$ cat config.mk
export PLATFORM = sky130hd
export DESIGN_NAME = wb_decoder_1xn
export DESIGN_NICKNAME = d
export VERILOG_FILES = /design/src/rtl/wb_pkg.sv /design/src/rtl/wb_timeout_cnt.sv /design/src/rtl/wb_decoder_1xn.sv
export SDC_FILE = /design/constraint.sdc
export NUM_CORES = 1
export LEC_CHECK = 0
export CAP_MARGIN = 10
export CORE_AREA = 2 2 168 170
export DETAILED_ROUTE_END_ITERATION = 7
export DIE_AREA = 0 0 170 172
export GPL_TIMING_DRIVEN = 0
export PLACE_DENSITY = 0.59
export SLEW_MARGIN = 20
export SYNTH_ARGS = -nofsm -noshare
export SYNTH_HDL_FRONTEND = slang
export SYNTH_SLANG_ARGS = --single-unit
$ cat constraint.sdc
create_clock -name clk_i -period 2.3 [get_ports clk_i]
set_input_delay 0.46 -clock clk_i [delete_from_list [all_inputs] [get_ports clk_i]]
set_output_delay 0.46 -clock clk_i [all_outputs]
set_load 0.03 [all_outputs]
$ cat src/rtl/wb_pkg.sv
// Shared Wishbone decoder definitions: classic-bus data/byte-enable widths and
// the decoder FSM state encoding.
package wb_pkg;

  localparam int WB_DW = 32;
  localparam int WB_SW = 4;

  typedef enum logic [1:0] {
    ST_IDLE = 2'd0,
    ST_REQ  = 2'd1,
    ST_RESP = 2'd2,
    ST_ERR  = 2'd3
  } wb_state_e;

endpackage

$ cat src/rtl/wb_timeout_cnt.sv
// Saturating wait counter for the decoder's REQ phase; expired_o is combinational
// and rises in the TIMEOUT-th enabled cycle after a clear (never when TIMEOUT is 0).
module wb_timeout_cnt #(
  parameter int TIMEOUT = 255
) (
  input  logic clk_i,
  input  logic rst,
  input  logic clear_i,
  input  logic enable_i,
  output logic expired_o
);

  localparam int            CW    = (TIMEOUT > 0) ? $clog2(TIMEOUT + 1) : 1;
  localparam logic [CW-1:0] LIMIT = CW'(TIMEOUT);

  logic [CW-1:0] cnt_q, cnt_d;

  always_comb begin
    cnt_d = cnt_q;
    if (clear_i) begin
      cnt_d = '0;
    end else if (enable_i && (cnt_q != LIMIT)) begin
      cnt_d = cnt_q + CW'(1);
    end
  end

  always_ff @(posedge clk_i) begin
    if (rst) begin
      cnt_q <= '0;
    end else begin
      cnt_q <= cnt_d;
    end
  end

  // cnt_q counts completed waits, so the current cycle is the last allowed one at LIMIT-1
  assign expired_o = (TIMEOUT != 0) && enable_i && (cnt_q >= (LIMIT - CW'(1)));

endmodule

$ cat src/rtl/wb_decoder_1xn.sv
// One Wishbone master to NUM_SLAVES slaves, routed by an address field; slave stb the cycle
// after the request, master ack the cycle after the slave ack; one request in flight at a time.
module wb_decoder_1xn
  import wb_pkg::*;
#(
  parameter int             NUM_SLAVES = 4,
  parameter int             SEL_LSB    = 12,
  parameter int             SEL_W      = 3,
  parameter int             SLV_AW     = 9,
  parameter int             TIMEOUT    = 255,
  parameter logic [WB_DW-1:0] ERR_DATA = 32'hDEAD_BEEF
) (
  input  logic                         clk_i,
  input  logic                         rst,
  input  logic [WB_DW-1:0]             m_wb_dat_i,
  input  logic [31:0]                  m_wb_adr_i,
  input  logic [WB_SW-1:0]             m_wb_sel_i,
  input  logic                         m_wb_we_i,
  input  logic                         m_wb_cyc_i,
  input  logic                         m_wb_stb_i,
  output logic [WB_DW-1:0]             m_wb_dat_o,
  output logic                         m_wb_ack_o,
  output logic                         m_wb_err_o,
  input  logic [NUM_SLAVES*WB_DW-1:0]  s_wb_dat_i,
  input  logic [NUM_SLAVES-1:0]        s_wb_ack_i,
  output logic [NUM_SLAVES*WB_DW-1:0]  s_wb_dat_o,
  output logic [NUM_SLAVES*SLV_AW-1:0] s_wb_adr_o,
  output logic [NUM_SLAVES*WB_SW-1:0]  s_wb_sel_o,
  output logic [NUM_SLAVES-1:0]        s_wb_we_o,
  output logic [NUM_SLAVES-1:0]        s_wb_cyc_o,
  output logic [NUM_SLAVES-1:0]        s_wb_stb_o
);

  localparam logic [SEL_W:0] NUM_SLV = (SEL_W + 1)'(NUM_SLAVES);

  wb_state_e         state_q, state_d;
  logic [SEL_W-1:0]  idx_q, idx_d;
  logic [SLV_AW-1:0] adr_q, adr_d;
  logic [WB_DW-1:0]  wdat_q, wdat_d;
  logic [WB_SW-1:0]  sel_q, sel_d;
  logic              we_q, we_d;
  logic [WB_DW-1:0]  rdat_q, rdat_d;

  logic                  req_vld;
  logic [SEL_W-1:0]      req_idx;
  logic                  req_mapped;
  logic [NUM_SLAVES-1:0] slv_hit;
  logic [NUM_SLAVES-1:0] slv_act;
  logic                  ack_hit;
  logic [WB_DW-1:0]      ack_dat;
  logic                  tmo_clr;
  logic                  tmo_en;
  logic                  tmo_expired;
  logic                  adr_unused;

  assign req_vld    = m_wb_cyc_i & m_wb_stb_i;
  assign req_idx    = m_wb_adr_i[SEL_LSB +: SEL_W];
  assign req_mapped = ({1'b0, req_idx} < NUM_SLV);
  // address bits outside the select and word fields are don't-care
  assign adr_unused = ^m_wb_adr_i;

  for (genvar k = 0; k < NUM_SLAVES; k++) begin : g_slv
    assign slv_hit[k]                     = (idx_q == SEL_W'(k));
    assign slv_act[k]                     = slv_hit[k] & (state_q == ST_REQ);
    assign s_wb_cyc_o[k]                  = slv_act[k];
    assign s_wb_stb_o[k]                  = slv_act[k];
    assign s_wb_we_o[k]                   = slv_act[k] & we_q;
    assign s_wb_dat_o[k*WB_DW +: WB_DW]   = slv_act[k] ? wdat_q : '0;
    assign s_wb_adr_o[k*SLV_AW +: SLV_AW] = slv_act[k] ? adr_q : '0;
    assign s_wb_sel_o[k*WB_SW +: WB_SW]   = slv_act[k] ? sel_q : '0;
  end

  // Only the latched target's ack and data matter; the FSM further gates by state.
  always_comb begin
    ack_hit = 1'b0;
    ack_dat = '0;
    for (int k = 0; k < NUM_SLAVES; k++) begin
      if (slv_hit[k] && s_wb_ack_i[k]) begin
        ack_hit = 1'b1;
        ack_dat = s_wb_dat_i[k*WB_DW +: WB_DW];
      end
    end
  end

  assign tmo_en  = (state_q == ST_REQ);
  assign tmo_clr = ~tmo_en;

  wb_timeout_cnt #(
    .TIMEOUT (TIMEOUT)
  ) u_timeout (
    .clk_i     (clk_i),
    .rst       (rst),
    .clear_i   (tmo_clr),
    .enable_i  (tmo_en),
    .expired_o (tmo_expired)
  );

  always_comb begin
    state_d = state_q;
    idx_d   = idx_q;
    adr_d   = adr_q;
    wdat_d  = wdat_q;
    sel_d   = sel_q;
    we_d    = we_q;
    rdat_d  = rdat_q;
    case (state_q)
      ST_IDLE: begin
        if (req_vld) begin
          if (req_mapped) begin
            idx_d   = req_idx;
            adr_d   = m_wb_adr_i[SLV_AW+1:2];
            wdat_d  = m_wb_dat_i;
            sel_d   = m_wb_sel_i;
            we_d    = m_wb_we_i;
            state_d = ST_REQ;
          end else begin
            rdat_d  = ERR_DATA;
            state_d = ST_ERR;
          end
        end
      end
      ST_REQ: begin
        // a master abort beats a late ack; an ack beats an expiring timeout
        if (!m_wb_cyc_i) begin
          state_d = ST_IDLE;
        end else if (ack_hit) begin
          rdat_d  = ack_dat;
          state_d = ST_RESP;
        end else if (tmo_expired) begin
          rdat_d  = ERR_DATA;
          state_d = ST_ERR;
        end
      end
      ST_RESP: state_d = ST_IDLE;
      ST_ERR:  state_d = ST_IDLE;
      default: state_d = ST_IDLE;
    endcase
  end

  always_ff @(posedge clk_i) begin
    if (rst) begin
      state_q <= ST_IDLE;
      idx_q   <= '0;
      adr_q   <= '0;
      wdat_q  <= '0;
      sel_q   <= '0;
      we_q    <= 1'b0;
      rdat_q  <= '0;
    end else begin
      state_q <= state_d;
      idx_q   <= idx_d;
      adr_q   <= adr_d;
      wdat_q  <= wdat_d;
      sel_q   <= sel_d;
      we_q    <= we_d;
      rdat_q  <= rdat_d;
    end
  end

  assign m_wb_dat_o = rdat_q;
  assign m_wb_ack_o = (state_q == ST_RESP);
  assign m_wb_err_o = (state_q == ST_ERR);

endmodule
==> reports/qor.yml, run 1 <==
outcome:
  status: "finished with violations"
  violations: "negative setup slack"
worst_setup_path:
  crit_chain: "nor3b_4 -> nor3b_4 -> buf_4 -> buf_12 -> clkbuf_16 -> and2_4 -> buf_6"
  critical_path.endpoint: "s_wb_dat_o[8]"
  worstReg2RegStart: "idx_q[0]$_SDFFE_PP0P_"
  arrival_ns: 1.99
  crit_fanout: 8
  rrSetupSlack_ns: 0.15
  end_kind: "primary output"
  reg2reg_depth: 7
  worstSetupPathType: "register to primary output"
  startpoint: "idx_q[2]$_SDFFE_PP0P_"
  cp_common_cell: "nor3b_4"
  r2r_end: "m_wb_dat_o[17]$_SDFFE_PP0P_"
  max_stage_delay_ns: 0.36
  cp-start-kind: "register"
  crit_required_ns: 1.84
  crit_slowest_cell: "dfxtp_4"
power:
  p_leak_nw: 5.012
  p_clk_frac: 0.369
  power.internal_mw: 3.036
  p_sw_mw: 1.178
  power_frac_comb: 0.230
  ir_drop_uv: 298.2
  netSwitchingFraction: 0.2795
  p_per_area_nw_per_um2: 343.0
  power_frac_seq: 0.401
logic_synthesis:
  synth_commonest_cells: "and2_1, nand2_1, dfxtp_1, a21oi_1, clkbuf_1"
  avgSynthCellArea_um2: 7.908
  synthFlopType: "dfxtp_1"
  synth_edf_count: 0
  synth_area_um2: 5923
  seq_area_frac_synth: 0.3076
  synthCells: 749
  async_flop_share: 0
  synthTopCellsByArea: "dfxtp_1, and2_1, nand2_1, a21oi_1, a221oi_2"
  synth_top_cell_by_area: "dfxtp_1"
  ys_ff_latch: 91
  synth_nets: 956
  synth.most_common_cell: "and2_1"
  yosysWarningCount: 0
  synth_top_area_share: 0.3076
  synth_cell_types: 55
drt:
  drt_iter0_markers: 388
  ant_nets: 0
  drc: 0
  dr_total_vias: 7225
  drt_first_pass_iters: 5
  wl_per_cell_um: 19.81
  routed_via_density: 4.623
  drt_wl_total_um: 30960
floorplanning:
  rows: 61
  coreArea_um2: 27480
  ios: 431
  fp.dieH_um: 172
  start_util: 0.2156
  dieArea_um2: 29240
  die_w_um: 170
layout:
  multi_input_area_um2: 4036
  nNetsFinal: 1417
  seq_area_um2: 1832
  drive_gt1_frac: 0.4140
  fillCellCount: 2715
  syn_to_final_growth_pct: 107.4
grt:
  grt_pass1_wl_um: 42750
  antenna_found_initial: 3
  grt_overflow_total: 0
  grt_max_degree: 17
  grt_pass1_vias: 6959
  grt.total_usage: 0.1932
flow_run:
  maxCapViolations: 0
sta:
  hold_viol: 0
  setup_violations: 126
  slew_violations: 0
  fin_ws_ns: -0.1501
  relSlewSlack: 0.3584
  max_freq_mhz: 408.2
  whs_ns: 0.4602
  worst-slew-pin-transition_ns: 0.9600
  clock_skew_ns: 0.009267
  rsz0062_at_grt: "yes"
  period_share: 1.065
  fin_crit_ns: 2.450
placement:
  dpl.hpwl_um: 22620
  gp_congestion: 0.8394
  pre_cts_slack_ns: -1.039
  io_buffers: 410
clocking:
  cts-root-buf: "clkbuf_16"
  cts_max_path_buffers: 2
  cts_sinks: 91
  cts_tree: "built"
  clock_latency_ns: 0.35
  clkTransAtPathRegs_ns: 0.07
  numCtsBuffers: 9
  h-tree-depth: 3
hold_path:
  min_path_type: "register to register"
stage by stage:
stage | instances | area [um2] | TNS (ns) | util | power [mW]
CTS | 1534 | 11050 | -27.32 | 0.4023 | 4.239
global placement | 1505 | 10460 | -155.89 | 0.3807 | 2.609
finish | 1563 | 12290 | -8.878 | 0.4471 | 4.214
global route | 1562 | 12280 | -24.01 | 0.4470 | 4.410
floorplan | 749 | 5923 | 0 | - | 2.086
detailed placement | 1505 | 10460 | -160.15 | 0.3807 | 2.616
power groups by stage:
stage                     clock network [mW]  registers, mW  logic (mW)
final                                   1.56           1.69       0.967
after global routing                    1.68           1.70        1.03
after CTS                               1.62           1.69       0.927
after detailed placement                   0           1.72       0.893
after global placement                     0           1.72       0.889
after floorplan                            0           1.77       0.316
flip-flops by register name, indices dropped and copies added, names as in the netlist:
name	flops
sel_q	4
m_wb_dat_o	32
idx_q	3
adr_q	9
state_q	2
wdat_q	32
u_timeout.cnt_q	8
we_q	1
how the worst min path moves through the flow:
stage                                      startpoint                           to  cells after the start
after floorplan                 adr_q[0]$_SDFFE_PP0P_        adr_q[0]$_SDFFE_PP0P_                      2
final                     m_wb_dat_o[18]$_SDFFE_PP0P_  m_wb_dat_o[18]$_SDFFE_PP0P_                      2
after CTS                 m_wb_dat_o[15]$_SDFFE_PP0P_  m_wb_dat_o[15]$_SDFFE_PP0P_                      2
after global routing      m_wb_dat_o[18]$_SDFFE_PP0P_  m_wb_dat_o[18]$_SDFFE_PP0P_                      2
after global placement    m_wb_dat_o[27]$_SDFFE_PP0P_  m_wb_dat_o[27]$_SDFFE_PP0P_                      2
after detailed placement  m_wb_dat_o[15]$_SDFFE_PP0P_  m_wb_dat_o[15]$_SDFFE_PP0P_                      2
placed cells by master, fill, tap and decap left out, drive strengths merged, types with 30 or more instances in the layout:
cell type | netlist | layout
inv | 28 | 31
nand2 | 103 | 103
clkbuf | 45 | 59
o221ai | 30 | 30
dfxtp | 91 | 91
clkdlybuf4s50 | 0 | 218
buf | 31 | 258
a21o | 30 | 30
a21oi | 59 | 59
and2 | 186 | 186
metal layers:
layer / wire length, um / track usage / vias up
met4: 647 / 0.05797 / 0
met2: 16030 / 0.3441 / 253
met3: 1660 / 0.03983 / 42
met5: 0 / 0 / -
li1: - / - / 3484
met1: 12620 / 0.2344 / 3446
logic make-up (layout without fill, tap and decap cells):
family / after synthesis / count (layout) / synth area share
other: 0 / 2 / 0
adder cells (fa/ha/maj): 2 / 2 / 0.004224
buffers and inverters: 104 / 570 / 0.08471
AO/OA/AOI/OAI: 184 / 184 / 0.2431
flip-flops: 91 / 91 / 0.3076
AND/OR/NAND/NOR: 352 / 352 / 0.3308
multiplexers: 11 / 11 / 0.02218
XOR/XNOR: 5 / 5 / 0.007395
cell type report:
type                            instances  area share
Timing Repair Buffer                  452      0.3989
Inverter                               28    0.008555
Buffer                                 74     0.05479
Multi-Input combinational cell        554      0.3285
Clock buffer                            9     0.01833
Tap cell                              346     0.03524
Antenna cell                            2   0.0004074
Clock inverter                          7    0.006111
Sequential cell                        91      0.1491
critical path: cells and delay by family (launching register included):
family / cells / cell delay [ns]
flip-flops: 1 / 0.36
buffers and inverters: 4 / 0.58
AND/OR/NAND/NOR: 3 / 0.70
repair_timing:
| item | in CTS | in global routing |
|---|---|---|
| hold buffers | 0 | 0 |
| gates resized for setup | 1152 | 545 |
| pin swaps | 4 | 5 |
| setup buffers | 7 | 20 |
| cloned | 6 | 11 |
| hold endpoints to repair | 0 | 0 |
| setup endpoints to repair | 196 | 230 |
(Power assumes the default switching activity.)
==> run 2, diff against run 1 <==
--- a/config.mk
+++ b/config.mk
@@ -6,11 +6,11 @@
 export NUM_CORES = 1
 export LEC_CHECK = 0
 export CAP_MARGIN = 10
-export CORE_AREA = 2 2 168 170
+export CORE_AREA = 2 2 166 168
 export DETAILED_ROUTE_END_ITERATION = 7
-export DIE_AREA = 0 0 170 172
+export DIE_AREA = 0 0 168 170
 export GPL_TIMING_DRIVEN = 0
-export PLACE_DENSITY = 0.59
+export PLACE_DENSITY = 0.6
 export SLEW_MARGIN = 20
 export SYNTH_ARGS = -nofsm -noshare
 export SYNTH_HDL_FRONTEND = slang
==> constraint.sdc (replaced) <==
create_clock -name clk_i -period 2.9 [get_ports clk_i]
set_input_delay 0.58 -clock clk_i [delete_from_list [all_inputs] [get_ports clk_i]]
set_output_delay 0.58 -clock clk_i [all_outputs]
set_load 0.03 [all_outputs]
==> reports/qor.yml, run 2 (synthesized netlist as in run 1, its figures left out) <==
drt:
  dr_total_vias: 6937  # -4.0%
  ant_nets: 0  # unchanged
  drt_wl_total_um: 28700  # -7.3%
  wl_per_cell_um: 18.86  # -4.8%
  drt_first_pass_iters: 5  # unchanged
  drt_iter0_markers: 332  # -14%
  routed_via_density: 4.558  # -1.4%
  drc: 0  # unchanged
hold_path:
  min_from: "m_wb_dat_o[31]$_SDFFE_PP0P_"
  min_to: "m_wb_dat_o[31]$_SDFFE_PP0P_"
  hold_path_depth: 2  # unchanged
  min_path_type: "register to register"
worst_setup_path:
  rrSetupSlack_ns: 0.81  # +0.66 ns
  crit_required_ns: 2.32  # +0.48 ns
  end_kind: "primary output"
  worstSetupPathType: "register to primary output"
  cp-start-kind: "register"
  worstReg2RegStart: "idx_q[2]$_SDFFE_PP0P_"
  r2r_end: "m_wb_dat_o[29]$_SDFFE_PP0P_"
  crit_fanout: 11  # +3
  crit_chain: "buf_4 -> nor3b_4 -> nor3b_4 -> buf_4 -> clkbuf_4 -> and2_1 -> dlygate4sd2_1"
  max_stage_delay_ns: 0.41  # +0.05 ns
  arrival_ns: 2.21  # +0.22 ns
  reg2reg_depth: 4  # -3
  crit_slowest_cell: "dlygate4sd2_1"
clocking:
  cts_sinks: 91  # unchanged
  cts_tree: "built"
  cts-root-buf: "clkbuf_16"
  clkTransAtPathRegs_ns: 0.07  # about the same
  clock_latency_ns: 0.35  # about the same
  h-tree-depth: 3  # unchanged
  numCtsBuffers: 9  # unchanged
  cts_max_path_buffers: 2  # unchanged
grt:
  grt_pass1_wl_um: 42870  # +0.29%
  antenna_found_initial: 0  # -3
  grt_pass1_vias: 6966  # +0.10%
  grt.total_usage: 0.1954  # +0.002179
  grt_overflow_total: 0  # unchanged
  grt_max_degree: 16  # -1
floorplanning:
  dieArea_um2: 28560  # -2.3%
  die_w_um: 168  # -1.2%
  fp.dieH_um: 170  # -1.2%
  start_util: 0.2223  # +0.006680
  rows: 60  # -1.6%
  ios: 431  # unchanged
  coreArea_um2: 26650  # -3.0%
layout:
  nNetsFinal: 1382  # -2.5%
  mostFrequentLayoutCells: "clkdlybuf4s50_1, and2_1, nand2_1, dfxtp_1, buf_2"
  syn_to_final_growth_pct: 78.31
  mostFrequentLayoutCell: "clkdlybuf4s50_1"
  instances_no_fill: 1522  # -2.6%
  drive_gt1_frac: 0.1941  # -0.2199
sta:
  slew_violations: 0  # unchanged
  fin_ws_ns: 0.1135  # +0.2635 ns
  fin_crit_ns: 2.787
  max_freq_mhz: 358.9
  clock_skew_ns: 0.01140  # +0.002132 ns
  relSlewSlack: 0.3012  # -0.05713
  whs_ns: 0.4612  # +0.0009550 ns
  worst-slew-pin-transition_ns: 1.045  # +0.08547 ns
  hold_viol: 0  # unchanged
  period_share: 0.9609
  setup_violations: 0  # -100%
power:
  ir_drop_uv: 235.3  # -21%
  power.total_mw: 3.284  # -22%
  p_leak_nw: 4.407  # -12%
  p_per_area_nw_per_um2: 310.9  # -9.3%
placement:
  dpl.cell_count: 1500  # -0.33%
  io_buffers: 410  # unchanged
  dpl.hpwl_um: 22460  # -0.68%
  pre_cts_slack_ns: -0.5026  # +0.5368 ns
  gp_congestion: 0.8532  # +1.6%
outcome:
  status: "completed"
flow_run:
  maxCapViolations: 0  # unchanged
-- run 2: cell count changes in the layout (fill, tap and decap cells not counted), sizes merged --
cell and change:
clkbuf +10, clkdlybuf4s15 +60, clkdlybuf4s18 +3, dlygate4sd2 +60, inv -2, buf -167, diode -1, dlymetal6s2s +1
-- run 2: power by group --
part,leakage (nW),internal (mW),switching (mW),total (mW)
clock,0.150,0.698,0.534,1.23
combinational,3.52,0.396,0.317,0.713
sequential,0.740,1.30,0.0400,1.34
total,4.41,2.39,0.891,3.28
-- run 2: worst max-delay path: cells and delay by family, from the launching register on --
family / cells / cell delay (ns)
buffers and inverters: 4 / 0.92
DFF: 1 / 0.32
and+or+nand+nor: 3 / 0.63
-- run 2: area by class of cell --
cell class              instances  area, um2
multi-input cells             554       3620
plain buffers                  76      478.0
repair buffers                415       3804
flip-flops and latches         91       1822
fillers                      2785      16090
inverters                      28      105.1
clock inverters                 5      61.31
diodes                          1      2.502
clock buffers                  11      242.7
well taps                     341      426.7
-- run 2: routing by layer --
metal	vias to the layer above	GRT usage	wire (um)
met5	-	0	0
met4	0	0.04386	394
met3	26	0.03442	1403
met2	225	0.3462	14380
met1	3274	0.2472	12520
li1	3412	-	-
-- run 2: timing repair --
item,CTS,global route
hold buffers,0,0
gates resized for setup,461,143
setup endpoints to repair,192,96
setup buffers,3,1
gates cloned,1,0
-- run 2: worst max-delay path by stage --
stage / start / slack [ns] / to / depth (start not counted)
floorplan: state_q[0]$_SDFFE_PP0P_ / 0.57 / s_wb_adr_o[2] / 5
global placement: idx_q[0]$_SDFFE_PP0P_ / -0.48 / s_wb_dat_o[62] / 9
detailed placement: idx_q[0]$_SDFFE_PP0P_ / -0.50 / s_wb_dat_o[62] / 9
CTS: state_q[0]$_SDFFE_PP0P_ / 0.004 / s_wb_cyc_o[0] / 5
global route: state_q[0]$_SDFFE_PP0P_ / -0.0003 / s_wb_dat_o[105] / 7
finish: state_q[0]$_SDFFE_PP0P_ / 0.11 / s_wb_adr_o[3] / 7
-- run 2: stage by stage --
step / setup TNS, ns / utilization / cell area, um2
6_report: 0 / 0.3963 / 10560
5_1_grt: -0.0002915 / 0.3962 / 10560
4_1_cts: 0 / 0.4076 / 10860
3_5_place_dp: -45.24 / 0.3923 / 10450
3_3_place_gp: -42.64 / 0.3923 / 10450
2_1_floorplan: 0 / - / 5923
